<file path="config.mk">
export PLATFORM = sky130hd
export DESIGN_NAME = freq_preset_sequencer
export DESIGN_NICKNAME = d
export VERILOG_FILES = /design/src/rtl/freq_preset_sequencer.sv
export SDC_FILE = /design/constraint.sdc
export NUM_CORES = 1
export LEC_CHECK = 0
export BUFFER_PORTS_ARGS = -buffer_cell sky130_fd_sc_hd__buf_2
export CAP_MARGIN = 10
export CORE_ASPECT_RATIO = 1.25
export CORE_UTILIZATION = 50
export DETAILED_ROUTE_END_ITERATION = 7
export PLACE_DENSITY = 0.71
export SLEW_MARGIN = 20
export SYNTH_ARGS = -nofsm -noshare
export SYNTH_HDL_FRONTEND = slang
export SYNTH_SLANG_ARGS = --single-unit
</file>
<file path="constraint.sdc">
create_clock -name sysclk -period 2.7 [get_ports sysclk]
set_input_delay 0.54 -clock sysclk [delete_from_list [all_inputs] [get_ports sysclk]]
set_output_delay 0.54 -clock sysclk [all_outputs]
set_load 0.005 [all_outputs]
</file>
<file path="src/rtl/freq_preset_sequencer.sv">
// Push-button preset sequencer for the NCO tuning path: synchronises and debounces three
// buttons, steps through a table of tuning words and presents them to the NCO loader.
module freq_preset_sequencer #(
   parameter int                           FTW_W          = 44,
   parameter int                           NUM_PRESETS    = 2,
   parameter logic [NUM_PRESETS*FTW_W-1:0] PRESETS        = {44'hCC4EEB76301, 44'hE12EAA86301},
   parameter int                           DEBOUNCE_CYC   = 1_000_000,
   parameter int                           SYNC_STAGES    = 2,
   parameter bit                           HOLD_UNTIL_ACK = 1'b0,
   localparam int                          IDX_W          = (NUM_PRESETS > 1) ? $clog2(NUM_PRESETS) : 1
) (
   input  logic             sysclk,
   input  logic             rst_n,
   input  logic             btn_next,
   input  logic             btn_prev,
   input  logic             btn_clr,
   input  logic             NewDataAck,
   output logic [FTW_W-1:0] FreqData,
   output logic             NewDataReady,
   output logic [IDX_W-1:0] preset_idx,
   output logic             busy,
   output logic [1:0]       fsm_state_o
);

   localparam int             CNT_W    = (DEBOUNCE_CYC > 1) ? $clog2(DEBOUNCE_CYC) : 1;
   localparam logic [CNT_W-1:0] CNT_LAST = CNT_W'(DEBOUNCE_CYC - 1);

   typedef enum logic [1:0] {
      IDLE     = 2'd0,
      ISSUE    = 2'd1,
      WAIT_ACK = 2'd2
   } state_e;

   // Button order in the vectors below: bit 0 next, bit 1 prev, bit 2 clr.
   logic [2:0] btn_raw;
   logic [2:0] press_ev;

   assign btn_raw = {btn_clr, btn_prev, btn_next};

   for (genvar b = 0; b < 3; b++) begin : g_btn
      logic [SYNC_STAGES-1:0] sync_q;
      logic [CNT_W-1:0]       cnt_q;
      logic                   deb_q;
      logic                   deb_dly_q;
      logic                   ev_q;
      logic                   synced;

      assign synced      = sync_q[SYNC_STAGES-1];
      assign press_ev[b] = ev_q;

      // The counter only advances while the synced level disagrees with the accepted level,
      // so any bounce shorter than DEBOUNCE_CYC restarts the qualification window.
      always_ff @(posedge sysclk or negedge rst_n) begin
         if (!rst_n) begin
            sync_q    <= '0;
            cnt_q     <= '0;
            deb_q     <= 1'b0;
            deb_dly_q <= 1'b0;
            ev_q      <= 1'b0;
         end else begin
            sync_q <= {sync_q[SYNC_STAGES-2:0], btn_raw[b]};
            if (synced == deb_q) begin
               cnt_q <= '0;
            end else if (cnt_q == CNT_LAST) begin
               cnt_q <= '0;
               deb_q <= synced;
            end else begin
               cnt_q <= cnt_q + CNT_W'(1);
            end
            deb_dly_q <= deb_q;
            ev_q      <= deb_q & ~deb_dly_q;
         end
      end
   end

   logic [FTW_W-1:0] preset_tbl [NUM_PRESETS];

   for (genvar k = 0; k < NUM_PRESETS; k++) begin : g_tbl
      assign preset_tbl[k] = PRESETS[k*FTW_W +: FTW_W];
   end

   function automatic logic [IDX_W-1:0] idx_inc(input logic [IDX_W-1:0] i);
      return (i == IDX_W'(NUM_PRESETS - 1)) ? '0 : i + IDX_W'(1);
   endfunction

   function automatic logic [IDX_W-1:0] idx_dec(input logic [IDX_W-1:0] i);
      return (i == '0) ? IDX_W'(NUM_PRESETS - 1) : i - IDX_W'(1);
   endfunction

   state_e           state_q, state_d;
   logic [FTW_W-1:0] freq_q,  freq_d;
   logic             ndr_q,   ndr_d;
   logic [IDX_W-1:0] idx_q,   idx_d;
   logic             pend_q,  pend_d;

   logic             ev_next, ev_prev, ev_clr;
   logic             step_req;
   logic [IDX_W-1:0] step_idx;

   assign ev_next  = press_ev[0];
   assign ev_prev  = press_ev[1];
   assign ev_clr   = press_ev[2];
   assign step_req = ev_next | ev_prev;
   assign step_idx = ev_next ? idx_inc(idx_q) : idx_dec(idx_q);

   always_ff @(posedge sysclk or negedge rst_n) begin
      if (!rst_n) begin
         state_q <= IDLE;
         freq_q  <= '0;
         ndr_q   <= 1'b0;
         idx_q   <= '0;
         pend_q  <= 1'b0;
      end else begin
         state_q <= state_d;
         freq_q  <= freq_d;
         ndr_q   <= ndr_d;
         idx_q   <= idx_d;
         pend_q  <= pend_d;
      end
   end

   // Handshake: NewDataReady marks FreqData valid. With HOLD_UNTIL_ACK=0 it is a one-cycle
   // pulse and the consumer must take it then; with HOLD_UNTIL_ACK=1 ready/data stay stable
   // in WAIT_ACK until a cycle where NewDataAck is high, which completes the transfer.
   // Presses arriving mid-transfer move the index and set a single pending flag; IDLE then
   // reissues the latest index, which guarantees NewDataReady drops for at least one cycle.
   always_comb begin
      state_d = state_q;
      freq_d  = freq_q;
      ndr_d   = ndr_q;
      idx_d   = idx_q;
      pend_d  = pend_q;
      if (ev_clr) begin
         state_d = IDLE;
         freq_d  = '0;
         ndr_d   = 1'b0;
         idx_d   = '0;
         pend_d  = 1'b0;
      end else begin
         unique case (state_q)
            IDLE: begin
               if (step_req) begin
                  idx_d   = step_idx;
                  freq_d  = preset_tbl[step_idx];
                  ndr_d   = 1'b1;
                  pend_d  = 1'b0;
                  state_d = ISSUE;
               end else if (pend_q) begin
                  freq_d  = preset_tbl[idx_q];
                  ndr_d   = 1'b1;
                  pend_d  = 1'b0;
                  state_d = ISSUE;
               end
            end
            ISSUE: begin
               if (step_req) begin
                  idx_d  = step_idx;
                  pend_d = 1'b1;
               end
               if (HOLD_UNTIL_ACK) begin
                  state_d = WAIT_ACK;
               end else begin
                  ndr_d   = 1'b0;
                  state_d = IDLE;
               end
            end
            WAIT_ACK: begin
               if (step_req) begin
                  idx_d  = step_idx;
                  pend_d = 1'b1;
               end
               if (NewDataAck) begin
                  ndr_d   = 1'b0;
                  state_d = IDLE;
               end
            end
            default: begin
               state_d = IDLE;
               ndr_d   = 1'b0;
            end
         endcase
      end
   end

   assign FreqData     = freq_q;
   assign NewDataReady = ndr_q;
   assign preset_idx   = idx_q;
   assign busy         = (state_q == WAIT_ACK);
   assign fsm_state_o  = state_q;

endmodule
</file>
==> results of run 1 <==
==> synth_stat cells (all sizes together), types with 4 or more instances <==
| cell | number |
|---|---|
| a21oi | 11 |
| and3 | 5 |
| buf | 47 |
| dfrtp | 81 |
| inv | 16 |
| nand2 | 18 |
| nand3 | 25 |
| nand4 | 11 |
| nor2 | 60 |
| nor2b | 5 |
| nor3 | 18 |
| nor4 | 14 |
| o21ai | 7 |
| o31ai | 7 |
| or4 | 6 |
| or4b | 4 |
| xnor2 | 32 |
| xor2 | 12 |
==> cell families (layout without fill, tap and decap cells) <==
| kind of cell | count (synthesis) | in the layout | synth area share, % |
|---|---|---|---|
| XOR/XNOR | 44 | 44 | 9.45 |
| flip-flops | 81 | 81 | 49.7 |
| adder cells (fa/ha/maj) | 3 | 3 | 0.920 |
| buffers and inverters | 65 | 69 | 10.3 |
| AO/OA/AOI/OAI | 33 | 33 | 5.52 |
| other | 1 | 20 | 0.0919 |
| multiplexers | 6 | 6 | 1.56 |
| AND/OR/NAND/NOR | 178 | 178 | 22.5 |
==> layout make-up <==
class / count / area (um2)
inverters: 16 / 60.1
clock buffers: 10 / 138
clock inverters: 5 / 104
repair buffers: 38 / 218
flip-flops and latches: 81 / 2030
fillers: 701 / 3460
multi-input cells: 284 / 1710
well taps: 95 / 119
==> critical path: stages, from the launching register on <==
cell                      delay [ns]
sky130_fd_sc_hd__dfrtp_1        0.44
sky130_fd_sc_hd__or4b_1         0.51
sky130_fd_sc_hd__or4_4          0.52
sky130_fd_sc_hd__nor2_1         0.23
sky130_fd_sc_hd__mux2_2         0.36
==> where the power goes <==
group | leakage (nW) | total [mW] | internal [mW] | switching (mW)
registers | 1.11 | 1.24 | 1.23 | 0.0148
clock network | 0.122 | 1.06 | 0.634 | 0.424
logic | 0.652 | 0.0772 | 0.0218 | 0.0554
total | 1.88 | 2.38 | 1.88 | 0.494
==> layer usage <==
layer | track usage [%] | vias up | wire length (um)
met2 | 30.8 | 49 | 3340
met4 | 7.16 | 0 | 93
met5 | 0 | - | 0
met3 | 4.25 | 7 | 247
met1 | 20.9 | 1368 | 3110
li1 | - | 1392 | -
==> flip-flops by register name, summed over array words and instances (netlist names) <==
| name | count |
|---|---|
| pend_q | 1 |
| ev_next | 1 |
| g_btn.deb_dly_q | 3 |
| fsm_state_o | 1 |
| ev_clr | 1 |
| preset_idx | 1 |
| ev_prev | 1 |
| g_btn.cnt_q | 60 |
| g_btn.deb_q | 3 |
| g_btn.sync_q | 6 |
| FreqData | 3 |
==> how the worst max path moves through the flow <==
stage,start,to,slack (ns),cells after the start
3_5_place_dp,g_btn[1].cnt_q[13]$_DFF_PN0_,g_btn[1].cnt_q[2]$_DFF_PN0_,0.54,4
3_3_place_gp,g_btn[1].cnt_q[13]$_DFF_PN0_,g_btn[1].deb_q$_DFFE_PN0P_,0.55,4
5_1_grt,g_btn[1].cnt_q[13]$_DFF_PN0_,g_btn[1].cnt_q[12]$_DFF_PN0_,0.45,4
6_report,g_btn[1].cnt_q[13]$_DFF_PN0_,g_btn[1].deb_q$_DFFE_PN0P_,0.53,4
2_1_floorplan,g_btn[1].cnt_q[13]$_DFF_PN0_,g_btn[1].deb_q$_DFFE_PN0P_,0.65,4
4_1_cts,g_btn[1].cnt_q[13]$_DFF_PN0_,g_btn[1].deb_q$_DFFE_PN0P_,0.52,4
==> metrics by stage <==
stage | instance area, um2 | std cells
2_1_floorplan | 4150 | 430
3_3_place_gp | 4130 | 514
3_5_place_dp | 4130 | 514
4_1_cts | 4370 | 529
5_1_grt | 4370 | 529
6_report | 4370 | 529
==> flow_metrics.env, run 1 <==
export IMPL_run_status="completed"
export IMPL_fp_dieH_um=103
export IMPL_cts_repair_resize_count=0
export IMPL_tns_ns=0
export IMPL_synth_cells=411
export IMPL_cts_buffer_depth=2
export IMPL_report_final_hold_viol_count=0
export IMPL_die_width_um=82.8
export IMPL_total_power_mw=2.38
export IMPL_fmax_ghz=0.460
export IMPL_critical_path_at_ns=2.41
export IMPL_detailedRoute_firstIterationViolations=107
export IMPL_drive_above_1_share_pct=15.2
export IMPL_post_dp_hpwl_um=4630
export IMPL_antenna_found_initial=0
export IMPL_worstSetupEndpointType="flip-flop"
export IMPL_top_level_ports=55
export IMPL_clk_latency_ns=0.35
export IMPL_cts_root_buf="sky130_fd_sc_hd__clkbuf_8"
export IMPL_r2r_end="g_btn[1].deb_q$_DFFE_PN0P_"
export IMPL_layout_cells_most_common_list="sky130_fd_sc_hd__dfrtp_1, sky130_fd_sc_hd__nor2_1, sky130_fd_sc_hd__xnor2_1, sky130_fd_sc_hd__buf_2, sky130_fd_sc_hd__nand3_1"
export IMPL_syn_mean_instance_area_um2=9.92
export IMPL_nNetsFinal=439
export IMPL_grt_setup_unrepaired="no"
export IMPL_global_route_wire_length_before_repair_um=11500
export IMPL_drtAntennaViolNets=0
export IMPL_std_cell_rows=36
export IMPL_routed_wirelength_um=6780
export IMPL_synth_top_cell_by_area="sky130_fd_sc_hd__dfrtp_1"
export IMPL_antenna_diode_count=0
export IMPL_postLayoutSetupSlackWorst_ns=0.527
export IMPL_postCtsSetupRepairBufs=0
export IMPL_number_of_pins_exceeding_their_max_slew_limit_in_the_final_report=0
export IMPL_yosys_area_top_type_share_pct=49.7
export IMPL_grt_pass1_vias=2703
export IMPL_clkSlewWorstSetupHoldPaths_ns=0.08
export IMPL_path_class="reg2reg"
export IMPL_post_route_min_period_ns=2.17
export IMPL_hold_slack_ns=0.180
export IMPL_grt_start_max_net_pins=45
export IMPL_power_per_cell_area_nw_per_um2=544
export IMPL_final_util_pct=55.8
export IMPL_leakagePower_nw=1.88
export IMPL_dr_pass1_iters=4
export IMPL_wl_per_cell_um=12.8
export IMPL_maxCapViolations=0
export IMPL_synth_seq_area_share_pct=49.7
export IMPL_tritoncts="done"
export IMPL_critPathMaxFanout=5
export IMPL_data_required_time_at_the_worst_endpoint_ns=2.93
export IMPL_vias=2816
export IMPL_layout_commonest_cell="sky130_fd_sc_hd__dfrtp_1"
export IMPL_floorplan_core_area_um2=7840
export IMPL_numPortBuffers=33
export IMPL_vdd_drop_max_v=0.000338
export IMPL_cp_start_kind="flip-flop"
export IMPL_relSlewSlack_pct=58.4
export IMPL_finalClockSkew_ns=0.00884
export IMPL_synth_seq_cells=81
export IMPL_cts_sinks=81
export IMPL_cts_hold_buffers=0
export IMPL_die_area_um2=8530
export IMPL_place_worst_setup_slack_ns=0.540
export IMPL_drc=0
export IMPL_synth_top_cells_by_area="sky130_fd_sc_hd__dfrtp_1, sky130_fd_sc_hd__buf_4, sky130_fd_sc_hd__xnor2_1, sky130_fd_sc_hd__nor2_1, sky130_fd_sc_hd__nand3_1"
export IMPL_cts_buffers_inserted=9
export IMPL_global_route_overflow_total=0
export IMPL_synth_warning_count=0
export IMPL_synth_top_flop_cell="sky130_fd_sc_hd__dfrtp_1"
export IMPL_cts_max_level=3
export IMPL_r2r_start="g_btn[1].cnt_q[13]$_DFF_PN0_"
export IMPL_mappedNetlistArea_um2=4080
export IMPL_synth_edff_count=0
export IMPL_synth_cell_types=44
export IMPL_proportion_of_register_bits_with_asynchronous_set_or_reset_after_synthesis_pct=100
export IMPL_routed_via_density=5.32
export IMPL_place_congestion=0.781
export IMPL_grtUsageTotal_pct=17.8
export IMPL_r2r_setup_slack_ns=0.53
export IMPL_initial_core_util_pct=52.0
export IMPL_timing_final_crit_share_pct=80.5
export IMPL_setup_viol_count_final=0
export IMPL_synthToLayoutAreaGrowth_pct=7.24
export IMPL_worst_slew_pin_slew_ns=0.618
export IMPL_min_delay_path_class="in2async"
export IMPL_reg2regPathDepth=4
No activity file was read; power rests on OpenSTA's default activity.
==> run 2: changes to the inputs <==
--- a/config.mk
+++ b/config.mk
@@ -10,7 +10,7 @@
 export CORE_ASPECT_RATIO = 1.25
 export CORE_UTILIZATION = 50
 export DETAILED_ROUTE_END_ITERATION = 7
-export PLACE_DENSITY = 0.71
+export PLACE_DENSITY = 0.74
 export SLEW_MARGIN = 20
 export SYNTH_ARGS = -nofsm -noshare
 export SYNTH_HDL_FRONTEND = slang
==> constraint.sdc (replaced) <==
create_clock -name sysclk -period 1.97 [get_ports sysclk]
set_input_delay 0.394 -clock sysclk [delete_from_list [all_inputs] [get_ports sysclk]]
set_output_delay 0.394 -clock sysclk [all_outputs]
set_load 0.005 [all_outputs]
==> flow_metrics.env, run 2 (synthesis results as in run 1) <==
export IMPL_tritoncts="done"
export IMPL_finalInstanceArea_um2=4620
export IMPL_cts_max_level=3
export IMPL_sequentialPowerShare_pct=52.0
export IMPL_fmax_ghz=0.506
export IMPL_std_cell_rows=36
export IMPL_r2r_end="g_btn[1].deb_q$_DFFE_PN0P_"
export IMPL_p_sw_mw=0.684
export IMPL_r2r_setup_slack_ns=-0.006
export IMPL_num_fill_cells=679
export IMPL_nNetsFinal=468
export IMPL_global_route_overflow_total=0
export IMPL_dpl_cell_area_um2=4350
export IMPL_power_switching_fraction_pct=20.9
export IMPL_failed_checks="negative setup slack"
export IMPL_holdCritStartpoint="btn_next"
export IMPL_cts_buffer_depth=2
export IMPL_grt_start_max_net_pins=35
export IMPL_cp_start_kind="flip-flop"
export IMPL_clkSlewWorstSetupHoldPaths_ns=0.09
export IMPL_post_dp_hpwl_um=5040
export IMPL_run_status="complete, but fails checks"
export IMPL_antenna_found_initial=0
export IMPL_grtUsageTotal_pct=19.2
export IMPL_hold_path_depth=1
export IMPL_hold_path_end="g_btn[0].sync_q[0]$_DFF_PN0_"
export IMPL_leakagePower_nw=2.03
export IMPL_layout_cells_most_common_list="sky130_fd_sc_hd__dfrtp_1, sky130_fd_sc_hd__nor2_1, sky130_fd_sc_hd__xnor2_1, sky130_fd_sc_hd__buf_2, sky130_fd_sc_hd__buf_4"
export IMPL_path_class="reg2reg"
export IMPL_power_per_cell_area_nw_per_um2=709
export IMPL_clk_latency_ns=0.35
export IMPL_postLayoutSetupSlackWorst_ns=-0.00567
export IMPL_multi_input_comb_area_um2=1720
export IMPL_power_share_combinational_pct=3.6
export IMPL_initial_core_util_pct=52.0
export IMPL_final_util_pct=58.9
export IMPL_wl_per_cell_um=12.7
export IMPL_floorplan_core_area_um2=7840
export IMPL_post_route_min_period_ns=1.98
export IMPL_finalClockSkew_ns=0.0126
export IMPL_die_width_um=82.8
export IMPL_dr_pass1_iters=4
export IMPL_detailedRoute_firstIterationViolations=136
export IMPL_cts_sinks=81
export IMPL_critical_path_at_ns=2.21
export IMPL_internal_power_mw=2.59
export IMPL_place_congestion=0.804
export IMPL_grt_setup_unrepaired="yes"
export IMPL_data_required_time_at_the_worst_endpoint_ns=2.20
export IMPL_fp_dieH_um=103
export IMPL_report_final_hold_viol_count=0
export IMPL_vdd_drop_max_v=0.000685
export IMPL_top_level_ports=55
export IMPL_top_register="g_btn.cnt_q"
export IMPL_routed_wirelength_um=7080
export IMPL_largest_register_ff_count=60
export IMPL_cts_buffers_inserted=9
export IMPL_numPortBuffers=33
export IMPL_die_area_um2=8530
export IMPL_worstSetupEndpointType="flip-flop"
export IMPL_timing_final_crit_share_pct=100
export IMPL_drc=0
export IMPL_cts_root_buf="sky130_fd_sc_hd__clkbuf_8"
export IMPL_top_regs="g_btn.cnt_q: 60 flops, g_btn.sync_q: 6 flops"
export IMPL_critPathMaxFanout=2
export IMPL_reg2regPathDepth=4
export IMPL_setup_viol_count_final=1
export IMPL_postCtsSetupRepairBufs=0
export IMPL_vias=2957
export IMPL_min_delay_path_class="in2reg"
export IMPL_antenna_diode_count=0
export IMPL_global_route_wire_length_before_repair_um=12400
export IMPL_synthToLayoutAreaGrowth_pct=13.2
export IMPL_drtAntennaViolNets=0
export IMPL_drive_above_1_share_pct=20.9
export IMPL_layout_commonest_cell="sky130_fd_sc_hd__dfrtp_1"
export IMPL_grt_pass1_vias=2881
export IMPL_register_area_um2=2030
export IMPL_routed_via_density=5.29
export IMPL_maxCapViolations=0
export IMPL_r2r_start="g_btn[1].cnt_q[13]$_DFF_PN0_"
export IMPL_number_of_pins_exceeding_their_max_slew_limit_in_the_final_report=0
export IMPL_power_frac_clock_pct=44.4
[run 2: power by group through the flow]
stage / clock network (mW) / logic (mW) / registers (mW)
finish: 1.45 / 0.119 / 1.70
global route: 1.56 / 0.142 / 1.70
CTS: 1.48 / 0.120 / 1.70
detailed placement: 0 / 0.118 / 1.73
global placement: 0 / 0.115 / 1.73
floorplan: 0 / 0.0835 / 1.73
[run 2: worst max path at each step]
stage                                       startpoint                         end  slack, ns  cells after the start
final                     g_btn[1].cnt_q[13]$_DFF_PN0_  g_btn[1].deb_q$_DFFE_PN0P_     -0.006                      4
after global routing      g_btn[1].cnt_q[13]$_DFF_PN0_  g_btn[1].deb_q$_DFFE_PN0P_      -0.05                      4
after CTS                 g_btn[1].cnt_q[15]$_DFF_PN0_  g_btn[1].deb_q$_DFFE_PN0P_      -0.01                      4
after detailed placement  g_btn[1].cnt_q[10]$_DFF_PN0_  g_btn[1].deb_q$_DFFE_PN0P_      -0.04                      4
after global placement    g_btn[1].cnt_q[10]$_DFF_PN0_  g_btn[1].deb_q$_DFFE_PN0P_      -0.02                      4
after floorplan           g_btn[1].cnt_q[10]$_DFF_PN0_  g_btn[1].deb_q$_DFFE_PN0P_      -0.01                      4
[run 2: layer usage]
metal	part of all wire [%]	vias up	global-route usage [%]
met1	46	1439	23.6
met4	1.4	0	8.09
li1	-	1447	-
met5	0	-	0
met2	50	62	32.1
met3	3.1	9	4.34
[run 2: stage by stage]
stage               instances  setup TNS [ns]  hold slack (ns)  setup WS [ns]  power [mW]
detailed placement        542         -0.0403            0.347        -0.0403        1.85
CTS                       559         -0.0107            0.145        -0.0107        3.31
global route              559          -0.169            0.138        -0.0462        3.41
floorplan                 430         -0.0108           0.0984        -0.0108        1.81
finish                    559        -0.00567            0.158       -0.00567        3.28
global placement          542         -0.0153            0.335        -0.0153        1.85
[run 2: critical path, cell delays in order, from the launching register on]
cell                      delay [ns]
sky130_fd_sc_hd__dfrtp_1        0.38
sky130_fd_sc_hd__or4b_1         0.52
sky130_fd_sc_hd__or4_4          0.54
sky130_fd_sc_hd__nor2_4         0.12
sky130_fd_sc_hd__mux2_4         0.30
[run 2: layout make-up]
| type | instances | share of cell area, % |
|---|---|---|
| sequential | 81 | 43.9 |
| multi-input combinational | 284 | 37.3 |
| timing repair buffer | 67 | 9.65 |
| clock buffer | 10 | 2.98 |
| tap | 95 | 2.57 |
| clock inverter | 6 | 2.28 |
| inverter | 16 | 1.30 |
[run 2: timing repair]
item	4_1_cts	5_1_grt
hold endpoints to repair	11	0
hold buffers	1	0
endpoints found under the setup margin	10	13
pin swaps	1	1
resized for setup	1	3
==> run 3: changes to the inputs <==
--- a/config.mk
+++ b/config.mk
@@ -8,9 +8,9 @@
 export BUFFER_PORTS_ARGS = -buffer_cell sky130_fd_sc_hd__buf_2
 export CAP_MARGIN = 10
 export CORE_ASPECT_RATIO = 1.25
-export CORE_UTILIZATION = 50
+export CORE_UTILIZATION = 47
 export DETAILED_ROUTE_END_ITERATION = 7
-export PLACE_DENSITY = 0.74
+export PLACE_DENSITY = 0.7
 export SLEW_MARGIN = 20
 export SYNTH_ARGS = -nofsm -noshare
 export SYNTH_HDL_FRONTEND = slang
==> flow_metrics.env, run 3 (synthesis results as in run 1) <==
export IMPL_finalClockSkew_ns=0.0104
export IMPL_dr_pass1_iters=4
export IMPL_leakagePower_nw=2.02
export IMPL_post_route_min_period_ns=1.99
export IMPL_std_cell_rows=37
export IMPL_fp_dieH_um=106
export IMPL_global_route_usage_met2_pct=29.6
export IMPL_power_per_cell_area_nw_per_um2=698
export IMPL_setup_viol_count_final=2
export IMPL_floorplan_core_area_um2=8330
export IMPL_total_power_mw=3.23
export IMPL_critPathMaxFanout=2
export IMPL_failed_checks="negative setup slack"
export IMPL_num_fill_cells=707
export IMPL_run_status="complete, but fails checks"
export IMPL_antenna_diode_count=0
export IMPL_synthToLayoutAreaGrowth_pct=13.6
export IMPL_min_delay_path_class="in2reg"
export IMPL_final_util_pct=55.6
export IMPL_initial_core_util_pct=48.9
export IMPL_tritoncts="done"
export IMPL_grt_busiest_layer="met2"
export IMPL_global_route_overflow_total=0
export IMPL_drtAntennaViolNets=0
export IMPL_routed_wirelength_um=7180
export IMPL_numPortBuffers=33
export IMPL_met1_use_gr_pct=22.7
export IMPL_drc=0
export IMPL_top_register="g_btn.cnt_q"
export IMPL_detailedRoute_firstIterationViolations=129
export IMPL_grt_setup_unrepaired="yes"
export IMPL_nNetsFinal=469
export IMPL_sequentialPowerShare_pct=52.6
export IMPL_power_switching_fraction_pct=21.1
export IMPL_top_level_ports=55
export IMPL_cts_buffer_depth=2
export IMPL_cp_start_kind="flip-flop"
export IMPL_power_frac_clock_pct=43.7
export IMPL_critical_path_at_ns=2.22
export IMPL_layout_commonest_cell="sky130_fd_sc_hd__dfrtp_1"
export IMPL_routed_via_density=5.24
export IMPL_antenna_found_initial=0
export IMPL_top_regs="g_btn.cnt_q: 60 flops, g_btn.sync_q: 6 flops"
export IMPL_p_sw_mw=0.683
export IMPL_largest_register_ff_count=60
export IMPL_cts_root_buf="sky130_fd_sc_hd__clkbuf_8"
export IMPL_cts_sinks=81
export IMPL_wl_per_cell_um=12.8
export IMPL_die_width_um=85.3
export IMPL_place_congestion=0.796
export IMPL_report_final_hold_viol_count=0
export IMPL_timing_final_crit_share_pct=101
export IMPL_global_route_usage_met3_pct=2.72
export IMPL_data_required_time_at_the_worst_endpoint_ns=2.21
export IMPL_clk_latency_ns=0.34
export IMPL_place_worst_setup_slack_ns=-0.0434
export IMPL_clkSlewWorstSetupHoldPaths_ns=0.08
export IMPL_fmax_ghz=0.503
export IMPL_global_route_wire_length_before_repair_um=12900
export IMPL_hold_slack_ns=0.160
export IMPL_cts_max_level=3
export IMPL_finalInstanceArea_um2=4630
export IMPL_worstSetupEndpointType="flip-flop"
export IMPL_die_area_um2=9060
export IMPL_post_dp_hpwl_um=5120
export IMPL_grt_pass1_vias=2883
export IMPL_vias=2941
export IMPL_internal_power_mw=2.55
export IMPL_path_class="reg2reg"
export IMPL_grt_start_max_net_pins=35
export IMPL_layout_cells_most_common_list="sky130_fd_sc_hd__dfrtp_1, sky130_fd_sc_hd__nor2_1, sky130_fd_sc_hd__buf_4"
export IMPL_dpl_cell_area_um2=4350
export IMPL_vdd_drop_max_v=0.000494
export IMPL_cts_buffers_inserted=9
export IMPL_drive_above_1_share_pct=22.2
export IMPL_maxCapViolations=0
export IMPL_power_share_combinational_pct=3.7
export IMPL_postLayoutSetupSlackWorst_ns=-0.0164
export IMPL_grtUsageTotal_pct=17.8
export IMPL_number_of_pins_exceeding_their_max_slew_limit_in_the_final_report=0
## run 3: power by group through the flow
stage | sequential, mW | clock [mW] | combinational, mW
after floorplan | 1.73 | 0 | 0.0835
after global placement | 1.73 | 0 | 0.112
after detailed placement | 1.73 | 0 | 0.115
after CTS | 1.70 | 1.43 | 0.118
after global routing | 1.71 | 1.50 | 0.139
final | 1.70 | 1.41 | 0.119
## run 3: metrics by stage
stage | setup TNS (ns) | instances
6_report | -0.0183 | 561
5_1_grt | -0.704 | 561
4_1_cts | -0.0268 | 561
3_5_place_dp | -0.0569 | 545
3_3_place_gp | -0.0164 | 545
2_1_floorplan | -0.0108 | 430
## run 3: what timing repair did
action / in CTS / in global routing
cloned: 0 / 0
buffers inserted: 0 / 0
hold buffers: 1 / 0
hold endpoints to repair: 20 / 0
pin swaps: 1 / 3
gates resized for setup: 3 / 10
setup endpoints to repair: 12 / 20
## run 3: path summary, 6_finish.rpt
path / start / slack [ns] / cells past startpoint / endpoint
min in group asynchronous: rst_n / 0.54 / 2 / g_btn[0].cnt_q[19]$_DFF_PN0_
hold / removal: btn_prev / 0.16 / 1 / g_btn[1].sync_q[0]$_DFF_PN0_
setup reg to reg: g_btn[1].cnt_q[15]$_DFF_PN0_ / -0.02 / 4 / g_btn[1].deb_q$_DFFE_PN0P_
hold reg to reg: g_btn[2].sync_q[0]$_DFF_PN0_ / 0.35 / 0 / g_btn[2].sync_q[1]$_DFF_PN0_
max in group asynchronous: rst_n / 0.83 / 3 / g_btn[2].cnt_q[9]$_DFF_PN0_
setup / recovery: g_btn[1].cnt_q[15]$_DFF_PN0_ / -0.02 / 4 / g_btn[1].deb_q$_DFFE_PN0P_
## run 3: critical path, cell delays in order (launching register included)
cell and delay (ns):
sky130_fd_sc_hd__dfrtp_1 0.38, sky130_fd_sc_hd__or4b_4 0.54, sky130_fd_sc_hd__or4_4 0.54, sky130_fd_sc_hd__nor2_4 0.12, sky130_fd_sc_hd__mux2_4 0.30
## run 3: cell type report
cell class	instances	area [um2]	share of cell area (%)
clock buffer	9	124	2.67
clock inverter	6	108	2.32
inverter	16	60.1	1.30
multi-input combinational	284	1750	37.9
sequential	81	2030	43.7
tap	97	121	2.62
timing repair buffer	68	440	9.50
## run 3: layer usage
metal,vias to the layer above,wire (um)
li1,1456,-
met1,1412,3320
met5,-,0
met3,12,200
met2,61,3500
met4,0,160
